$ cat src/rtl/cpu_pkg.sv
// Shared CPU definitions: fetch FSM states, instruction/offset widths, PC step.
package cpu_pkg;

   typedef enum logic [1:0] {
      IDLE,
      FETCH,
      HOLD
   } fetch_state_t;

   localparam int unsigned INSTR_W   = 32;
   localparam int unsigned BR_OFF_W  = 26;
   localparam int unsigned CBR_OFF_W = 19;
   localparam int unsigned PC_INCR   = 4;

endpackage

$ cat src/rtl/instruction_fetch_unit_if.sv
// Fetch unit bus bundle: instruction memory req/ack, decoder valid/ready with
// branch resolution, fetch enable and the retired-instruction counter.
interface instruction_fetch_unit_if
   import cpu_pkg::*;
#(
   parameter int unsigned PC_W  = 64,
   parameter int unsigned CNT_W = 32
) ();

   logic                 fetch_en;
   logic                 imem_req;
   logic [PC_W-1:0]      imem_addr;
   logic                 imem_ack;
   logic [INSTR_W-1:0]   imem_rdata;
   logic [INSTR_W-1:0]   instruction;
   logic                 instr_valid;
   logic                 instr_ready;
   logic [PC_W-1:0]      pc_out;
   logic                 BrTaken;
   logic                 UnCondBr;
   logic [BR_OFF_W-1:0]  BR_addr;
   logic [CBR_OFF_W-1:0] COND_BR_addr;
   logic [CNT_W-1:0]     instr_count;

   // Fetch unit side.
   modport master (
      input  fetch_en,
      output imem_req,
      output imem_addr,
      input  imem_ack,
      input  imem_rdata,
      output instruction,
      output instr_valid,
      input  instr_ready,
      output pc_out,
      input  BrTaken,
      input  UnCondBr,
      input  BR_addr,
      input  COND_BR_addr,
      output instr_count
   );

   // Memory / decoder side.
   modport slave (
      output fetch_en,
      input  imem_req,
      input  imem_addr,
      output imem_ack,
      output imem_rdata,
      input  instruction,
      input  instr_valid,
      output instr_ready,
      input  pc_out,
      output BrTaken,
      output UnCondBr,
      output BR_addr,
      output COND_BR_addr,
      input  instr_count
   );

endinterface

$ cat src/rtl/branch_target_calc.sv
// Next-PC computation: sequential step or PC-relative branch by a signed word
// offset. Purely combinational so the pipelined core can reuse it.
module branch_target_calc
   import cpu_pkg::*;
#(
   parameter int unsigned PC_W = 64
) (
   input  logic [PC_W-1:0]      pc,
   input  logic                 UnCondBr,
   input  logic [BR_OFF_W-1:0]  BR_addr,
   input  logic [CBR_OFF_W-1:0] COND_BR_addr,
   input  logic                 BrTaken,
   output logic [PC_W-1:0]      next_pc
);

   logic [PC_W-1:0] br_off;
   logic [PC_W-1:0] cbr_off;
   logic [PC_W-1:0] offset;

   // Sign-extend the selected word offset to a byte offset; sums wrap silently.
   always_comb begin
      br_off  = {{(PC_W-BR_OFF_W){BR_addr[BR_OFF_W-1]}}, BR_addr} << 2;
      cbr_off = {{(PC_W-CBR_OFF_W){COND_BR_addr[CBR_OFF_W-1]}}, COND_BR_addr} << 2;
      offset  = UnCondBr ? br_off : cbr_off;
      next_pc = BrTaken ? (pc + offset) : (pc + PC_W'(PC_INCR));
   end

endmodule

$ cat src/rtl/instruction_fetch_unit.sv
// Instruction fetch unit: owns the PC, fetches one word at a time over req/ack,
// holds it for the decoder and steps the PC when the decoder consumes it.
module instruction_fetch_unit
   import cpu_pkg::*;
#(
   parameter int unsigned     PC_W     = 64,
   parameter logic [PC_W-1:0] RESET_PC = '0,
   parameter int unsigned     CNT_W    = 32
) (
   input logic                      clk,
   input logic                      reset_n,
   instruction_fetch_unit_if.master bus
);

   fetch_state_t       state_q, state_d;
   logic [PC_W-1:0]    pc_q, pc_d;
   logic [INSTR_W-1:0] instr_q, instr_d;
   logic [CNT_W-1:0]   cnt_q, cnt_d;
   logic               req_q, req_d;
   logic               valid_q, valid_d;
   logic [PC_W-1:0]    next_pc;

   branch_target_calc #(
      .PC_W (PC_W)
   ) u_branch_target_calc (
      .pc           (pc_q),
      .UnCondBr     (bus.UnCondBr),
      .BR_addr      (bus.BR_addr),
      .COND_BR_addr (bus.COND_BR_addr),
      .BrTaken      (bus.BrTaken),
      .next_pc      (next_pc)
   );

   // Next-state logic; req/valid are computed here so they leave as flops.
   always_comb begin
      state_d = state_q;
      pc_d    = pc_q;
      instr_d = instr_q;
      cnt_d   = cnt_q;
      req_d   = req_q;
      valid_d = valid_q;
      case (state_q)
         IDLE: begin
            if (bus.fetch_en) begin
               state_d = FETCH;
               req_d   = 1'b1;
            end
         end
         FETCH: begin
            // fetch_en is not looked at: an issued request always completes.
            if (bus.imem_ack) begin
               instr_d = bus.imem_rdata;
               state_d = HOLD;
               req_d   = 1'b0;
               valid_d = 1'b1;
            end
         end
         HOLD: begin
            // valid_q is always set in HOLD, so ready alone marks a consume.
            if (bus.instr_ready) begin
               pc_d    = next_pc;
               cnt_d   = cnt_q + CNT_W'(1);
               valid_d = 1'b0;
               if (bus.fetch_en) begin
                  state_d = FETCH;
                  req_d   = 1'b1;
               end else begin
                  state_d = IDLE;
               end
            end
         end
         default: begin
            state_d = IDLE;
            req_d   = 1'b0;
            valid_d = 1'b0;
         end
      endcase
   end

   // State registers; reset abandons any outstanding request.
   always_ff @(posedge clk or negedge reset_n) begin
      if (!reset_n) begin
         state_q <= IDLE;
         pc_q    <= RESET_PC;
         instr_q <= '0;
         cnt_q   <= '0;
         req_q   <= 1'b0;
         valid_q <= 1'b0;
      end else begin
         state_q <= state_d;
         pc_q    <= pc_d;
         instr_q <= instr_d;
         cnt_q   <= cnt_d;
         req_q   <= req_d;
         valid_q <= valid_d;
      end
   end

   assign bus.imem_req    = req_q;
   assign bus.imem_addr   = pc_q;
   assign bus.instruction = instr_q;
   assign bus.instr_valid = valid_q;
   assign bus.pc_out      = pc_q;
   assign bus.instr_count = cnt_q;

endmodule

$ cat src/flat_wrapper.sv
// flat-port wrapper written by rule: the top's interface ports become plain ports
module instruction_fetch_unit_flat import cpu_pkg::*;
#(
   parameter int unsigned     PC_W     = 64,
   parameter logic [PC_W-1:0] RESET_PC = '0,
   parameter int unsigned     CNT_W    = 32
)
  (clk, reset_n, bus_fetch_en, bus_imem_req, bus_imem_addr, bus_imem_ack, bus_imem_rdata, bus_instruction, bus_instr_valid, bus_instr_ready, bus_pc_out, bus_BrTaken, bus_UnCondBr, bus_BR_addr, bus_COND_BR_addr, bus_instr_count);
  instruction_fetch_unit_if #(.PC_W(PC_W), .CNT_W(CNT_W)) bus_i ();
  input logic clk;
  input logic reset_n;
  input wire logic [$bits(bus_i.fetch_en)-1:0] bus_fetch_en;
  output wire logic [$bits(bus_i.imem_req)-1:0] bus_imem_req;
  output wire logic [$bits(bus_i.imem_addr)-1:0] bus_imem_addr;
  input wire logic [$bits(bus_i.imem_ack)-1:0] bus_imem_ack;
  input wire logic [$bits(bus_i.imem_rdata)-1:0] bus_imem_rdata;
  output wire logic [$bits(bus_i.instruction)-1:0] bus_instruction;
  output wire logic [$bits(bus_i.instr_valid)-1:0] bus_instr_valid;
  input wire logic [$bits(bus_i.instr_ready)-1:0] bus_instr_ready;
  output wire logic [$bits(bus_i.pc_out)-1:0] bus_pc_out;
  input wire logic [$bits(bus_i.BrTaken)-1:0] bus_BrTaken;
  input wire logic [$bits(bus_i.UnCondBr)-1:0] bus_UnCondBr;
  input wire logic [$bits(bus_i.BR_addr)-1:0] bus_BR_addr;
  input wire logic [$bits(bus_i.COND_BR_addr)-1:0] bus_COND_BR_addr;
  output wire logic [$bits(bus_i.instr_count)-1:0] bus_instr_count;
  assign bus_i.fetch_en = bus_fetch_en;
  assign bus_imem_req = bus_i.imem_req;
  assign bus_imem_addr = bus_i.imem_addr;
  assign bus_i.imem_ack = bus_imem_ack;
  assign bus_i.imem_rdata = bus_imem_rdata;
  assign bus_instruction = bus_i.instruction;
  assign bus_instr_valid = bus_i.instr_valid;
  assign bus_i.instr_ready = bus_instr_ready;
  assign bus_pc_out = bus_i.pc_out;
  assign bus_i.BrTaken = bus_BrTaken;
  assign bus_i.UnCondBr = bus_UnCondBr;
  assign bus_i.BR_addr = bus_BR_addr;
  assign bus_i.COND_BR_addr = bus_COND_BR_addr;
  assign bus_instr_count = bus_i.instr_count;
  instruction_fetch_unit #(.PC_W(PC_W), .RESET_PC(RESET_PC), .CNT_W(CNT_W)) u_core (.clk(clk), .reset_n(reset_n), .bus(bus_i));
endmodule
$ cat config.mk
export PLATFORM = sky130hd
export DESIGN_NAME = instruction_fetch_unit_flat
export DESIGN_NICKNAME = d
export VERILOG_FILES = /design/src/rtl/cpu_pkg.sv /design/src/rtl/instruction_fetch_unit_if.sv /design/src/rtl/branch_target_calc.sv /design/src/rtl/instruction_fetch_unit.sv /design/src/flat_wrapper.sv
export SDC_FILE = /design/constraint.sdc
export NUM_CORES = 1
export LEC_CHECK = 0
export ABC_CLOCK_PERIOD_IN_PS = 6400
export BUFFER_PORTS_ARGS = -buffer_cell sky130_fd_sc_hd__buf_2
export CAP_MARGIN = 20
export CORE_MARGIN = 2
export CORE_UTILIZATION = 48
export DETAILED_ROUTE_END_ITERATION = 10
export GPL_ROUTABILITY_DRIVEN = 0
export PLACE_DENSITY = 0.83
export SLEW_MARGIN = 5
export SYNTH_ARGS = -nofsm -noshare
export SYNTH_HDL_FRONTEND = slang
export SYNTH_SLANG_ARGS = --single-unit
$ cat constraint.sdc
create_clock -name clk -period 6.4 [get_ports clk]
set_input_delay 1.28 -clock clk [delete_from_list [all_inputs] [get_ports clk]]
set_output_delay 1.28 -clock clk [all_outputs]
set_load 0.02 [all_outputs]
# Yosys cells after proc, flatten, opt, wreduce, memory -nomap -nowiden

Cells that the tools add are included.
Widths: inputs -> output; s select.

Flip-flop bits (word level): 132

Add/sub/neg operators: 3
Eq/ne operators: 5
Multiplexer cells: 14
Bitwise logic cells: 1
Reductions and logical operators: 6

Operator list:

| operator              | number |
|---|---|
| $mux 64               | 2 |
| $add 64x3->64 const B | 1 |
| $add 64x64->64        | 1 |
| $add 32x1->32 const B | 1 |
| $mux 1                | 6 |
| $mux 2                | 3 |
| $ne 2x2->1 const B    | 3 |
| $pmux 1 s3            | 2 |
| $pmux 2 s3            | 1 |
| $reduce_and 2->1      | 3 |
| $reduce_and 3->1      | 2 |
| $eq 2x1->1 const B    | 1 |
| $eq 2x2->1 const B    | 1 |
| $logic_not 2->1       | 1 |
| $not 1->1             | 1 |

# Depth between registers and ports, before layout

Word-level depth: 3
Mapped depth: 16

# Hierarchy

From an unflattened synthesis, not the netlist that was laid out.

Cells, all modules: 1,108
Area, all modules: 9,616.7 µm²

Modules (own cells, without submodules):

| module                 | times used | cells an instance | area an instance (µm²) |
|---|---|---|---|
| instruction_fetch_unit | 1          | 544               | 5,694.2 |
| branch_target_calc     | 1          | 564               | 3,922.5 |

# Worst setup path before layout

Ideal clock, no wire load.

Path type: in2reg
From: input port bus_UnCondBr
To: register u_core.pc_q[63] (netlist: u_core.bus.imem_addr[63])
Setup time: 80 ps
Arrival: 6,287 ps
Data required time: 6,320 ps
Slack: 33 ps
Stages on the path: 14
Cells stage by stage: clkbuf_1 nand2b_1 a21boi_0 ha_1 buf_4 a21oi_1 o21ai_0 nor4_1 o21ai_0 o21ai_0 o31ai_1 and3_1 nor3_1 xor2_1

Longest elaborated chain between the ends: 3

RTL lines:

| item                   | line                         | RTL |
|---|---|---|
| start: declaration     | flat_wrapper.sv:22           | `input wire logic [$bits(bus_i.UnCondBr)-1:0] bus_UnCondBr;` |
| $mux 64                | branch_target_calc.sv:24     | `offset = UnCondBr ? br_off : cbr_off;` |
| $add 64x64->64         | branch_target_calc.sv:25     | `next_pc = BrTaken ? (pc + offset) : (pc + PC_W'(PC_INCR));` |
| $mux 64                | branch_target_calc.sv:25     |  |
| end signal: assignment | instruction_fetch_unit.sv:91 | `pc_q <= pc_d;` |
| end: declaration       | instruction_fetch_unit.sv:16 | `logic [PC_W-1:0] pc_q, pc_d;` |

No other way between the ends.
A chain may end at the register's enable or synchronous reset.

# Worst setup path after layout

From: input port bus_UnCondBr
To: register u_core.pc_q[55] (netlist: u_core.bus.imem_addr[55])

Same word-level chain as after synthesis.

==> reports/qor.yml <==
fin_crit_ps: 4690
routed_wl_um: 25900
crit_required_ps: 6690
post_cts_buffers: 0
power.leakage_nw: 5.60
end_kind: "register"
path_depth: 14
crit_fanout: 38
yosysMostFrequentCell: "nand2_1"
synth_area_mm2: 0.00967
reg2reg_slack_ps: 3020
crit_top_cell: "o21ai_0"
grt_pass1_vias: 8407
cp_top_family: "compound AO/OA/AOI/OAI gates"
first_pass_iters: 6
startpoint_type: "input pin"
grt_setup_unrepaired: "false"
drv_slew: 0
die_w_um: 146
synth_top_area_share_pct: 33.6
r2r_cells: 12
start_util_pct: 49.4
synth_cells: 1111
placementRows: 51
cts.clk_slew.worst_paths_ps: 60
crit_chain: "buf_2 -> nand2b_1 -> a21boi_2 -> buf_4 -> ha_1 -> a21oi_1 -> o21ai_0 -> nor4_1 -> o21ai_0 -> o21ai_0 -> o31ai_1 -> a21boi_1 -> xor2_1 -> o21ai_1"
cts_hold_buf: 0
fill_cells: 1759
coreArea_mm2: 0.0196
post-dp-hpwl_um: 19600
finClkSkew_ps: 9.65
vias_per_cell: 5.61
combPwrFrac_pct: 55.3
hp-start: "u_core.bus.instr_count[31]$_DFFE_PN0P_"
finalCritPeriodShare_pct: 73.2
cts_resized: 0
setup_violations: 0
synth.distinct_cells: 76
boundaryPins: 278
track_usage_pct: 24.1
hp-class: "register to register"
slew_headroom_pct: 44.1
synth_edf_count: 0
clk_latency_ps: 430
diodes: 0
yosysTopAreaCell: "dfrtp_1"
whs_endpoint: "u_core.bus.instr_count[31]$_DFFE_PN0P_"
power_switching_mw: 2.64
cts_buffers: 17
cts_tree: "built"
fmax_mhz: 213
area_growth_pct: 16.6
vdd.ir_drop.worst_mv: 0.210
swShare_pct: 48.9
io_buffers: 273
p_int_mw: 2.76
avgSynthCellArea_um2: 8.71
critPathSlowestCell: "nor4_1"
cp.arrival_ps: 4970
drv_cap: 0
cts.sinks: 130
drive_gt1_share_pct: 28.2
tns_ps: 0
overflow: 0
antenna_left: 0
synthFlopType: "dfrtp_1"
synthArstFlopShare_pct: 100
nets: 1444
tightest_slew_ps: 829
cellPowerDensity_mw_per_mm2: 478
rr_endpoint: "u_core.bus.imem_addr[46]$_DFFE_PN0P_"
yosysWarnings: 0
wire_per_inst_um: 16.5
ys_seq_elements: 130
synth_seq_area_share_pct: 33.6
h-tree-depth: 4
root_buffer: "clkbuf_16"
hold_depth: 1
die-area_mm2: 0.0213
antenna_found_initial: 0
ys_top_cells_by_area: "dfrtp_1 (34%), ha_1 (8.0%), nand2_1 (5.9%)"
grt_max_degree: 123
finalHoldViolCount: 0
worst-setup-path-type: "input pin to register"
drc: 0
finish.utilization_pct: 57.6
path_buf_inv: 2
status: "complete, no violations"
critPathMaxStageDelay_ps: 490
grt_pass1_wl_um: 42300
p_seq_share_pct: 26.9
clockBufferDepth: 2
clock_power_share_pct: 17.8
drt_iter0_drc: 533
num_vias: 8835
reg2reg_from: "u_core.bus.imem_addr[2]$_DFFE_PN0P_"
die_y_um: 146
synth_common_cells: "nand2_1 (151), dfrtp_1 (130), a21oi_1 (90), o21ai_0 (78), buf_4 (72)"
[metal layers]
| layer | part of all wire, % | GRT usage (%) |
|---|---|---|
| met5 | 0 | 0 |
| met4 | 2.0 | 6.96 |
| met3 | 6.1 | 4.17 |
| met2 | 50 | 41.5 |
| met1 | 42 | 31.1 |
[power groups by stage]
stage               registers, mW  logic [mW]  clock network (mW)
global route                 1.50        3.25                1.01
floorplan                    1.77        2.01                   0
detailed placement           1.47        2.95                   0
global placement             1.45        2.89                   0
finish                       1.45        2.98               0.959
CTS                          1.46        2.96               0.974
[stage by stage]
stage | power, mW | setup slack [ps] | instance area, um^2 | hold WS, ps | instances
6_report | 5.39 | 1720 | 11300 | 478 | 1575
5_1_grt | 5.76 | 1460 | 11300 | 501 | 1575
2_1_floorplan | 3.78 | 33.0 | 9690 | 502 | 1114
3_5_place_dp | 4.42 | 1360 | 10700 | 466 | 1541
4_1_cts | 5.40 | 1780 | 11200 | 474 | 1573
3_3_place_gp | 4.34 | 1440 | 10700 | 457 | 1541
[worst max path at each step]
stage / start / slack (ps) / endpoint
after detailed placement: bus_UnCondBr / 1360 / u_core.bus.imem_addr[55]$_DFFE_PN0P_
final: bus_UnCondBr / 1720 / u_core.bus.imem_addr[55]$_DFFE_PN0P_
after global placement: bus_UnCondBr / 1440 / u_core.bus.imem_addr[55]$_DFFE_PN0P_
after CTS: bus_UnCondBr / 1780 / u_core.bus.imem_addr[55]$_DFFE_PN0P_
after floorplan: bus_UnCondBr / 30 / u_core.bus.imem_addr[63]$_DFFE_PN0P_
after global routing: bus_UnCondBr / 1460 / u_core.bus.imem_addr[60]$_DFFE_PN0P_
[logic make-up (layout without fill, tap and decap cells)]
kind of cell / Yosys count / count (layout) / synth area share, %
flip-flops: 130 / 130 / 33.6
AND/OR/NAND/NOR: 345 / 345 / 17.0
adder cells (fa/ha/maj): 63 / 63 / 8.23
AO/OA/AOI/OAI: 297 / 297 / 18.9
buffers and inverters: 139 / 335 / 8.83
other: 1 / 4 / 0.0388
multiplexers: 50 / 50 / 5.60
XOR/XNOR: 86 / 86 / 7.79
[layout make-up]
class / instances / area, um^2 / share of cell area, %
multi-input combinational: 845 / 5580 / 49.5
sequential: 130 / 3250 / 28.9
timing repair buffer: 280 / 1450 / 12.9
clock buffer: 18 / 429 / 3.81
tap: 265 / 332 / 2.94
clock inverter: 14 / 140 / 1.24
inverter: 23 / 86.3 / 0.766
[registers in the layout (all words and copies together) (netlist names)]
register and count:
u_core.bus.imem_addr 62, u_core.bus.instr_count 32, u_core.bus.instruction 32, u_core.state_q 2
u_core.bus.imem_req 1, u_core.bus.instr_valid 1
[layout by cell type, fill, tap and decap left out, types with 5 or more instances in the layout]
master,Yosys,layout
a21boi_0,11,10
a21o_1,22,22
a21oi_1,90,90
a31oi_1,8,8
and3_1,6,6
buf_2,10,272
buf_4,72,6
clkbuf_16,0,17
dfrtp_1,130,130
ha_1,62,62
inv_1,22,22
inv_6,0,10
mux2_2,33,33
mux2i_1,17,17
nand2_1,151,151
nand2b_1,7,7
nand3_1,21,21
nand4_1,33,33
nor2_1,53,53
nor2b_1,22,22
nor3_1,20,20
o211ai_1,5,5
o21ai_0,78,78
o21ai_1,22,22
o21bai_1,14,14
o31ai_1,6,6
xnor2_1,52,52
xor2_1,34,34
(Power assumes the default switching activity.)
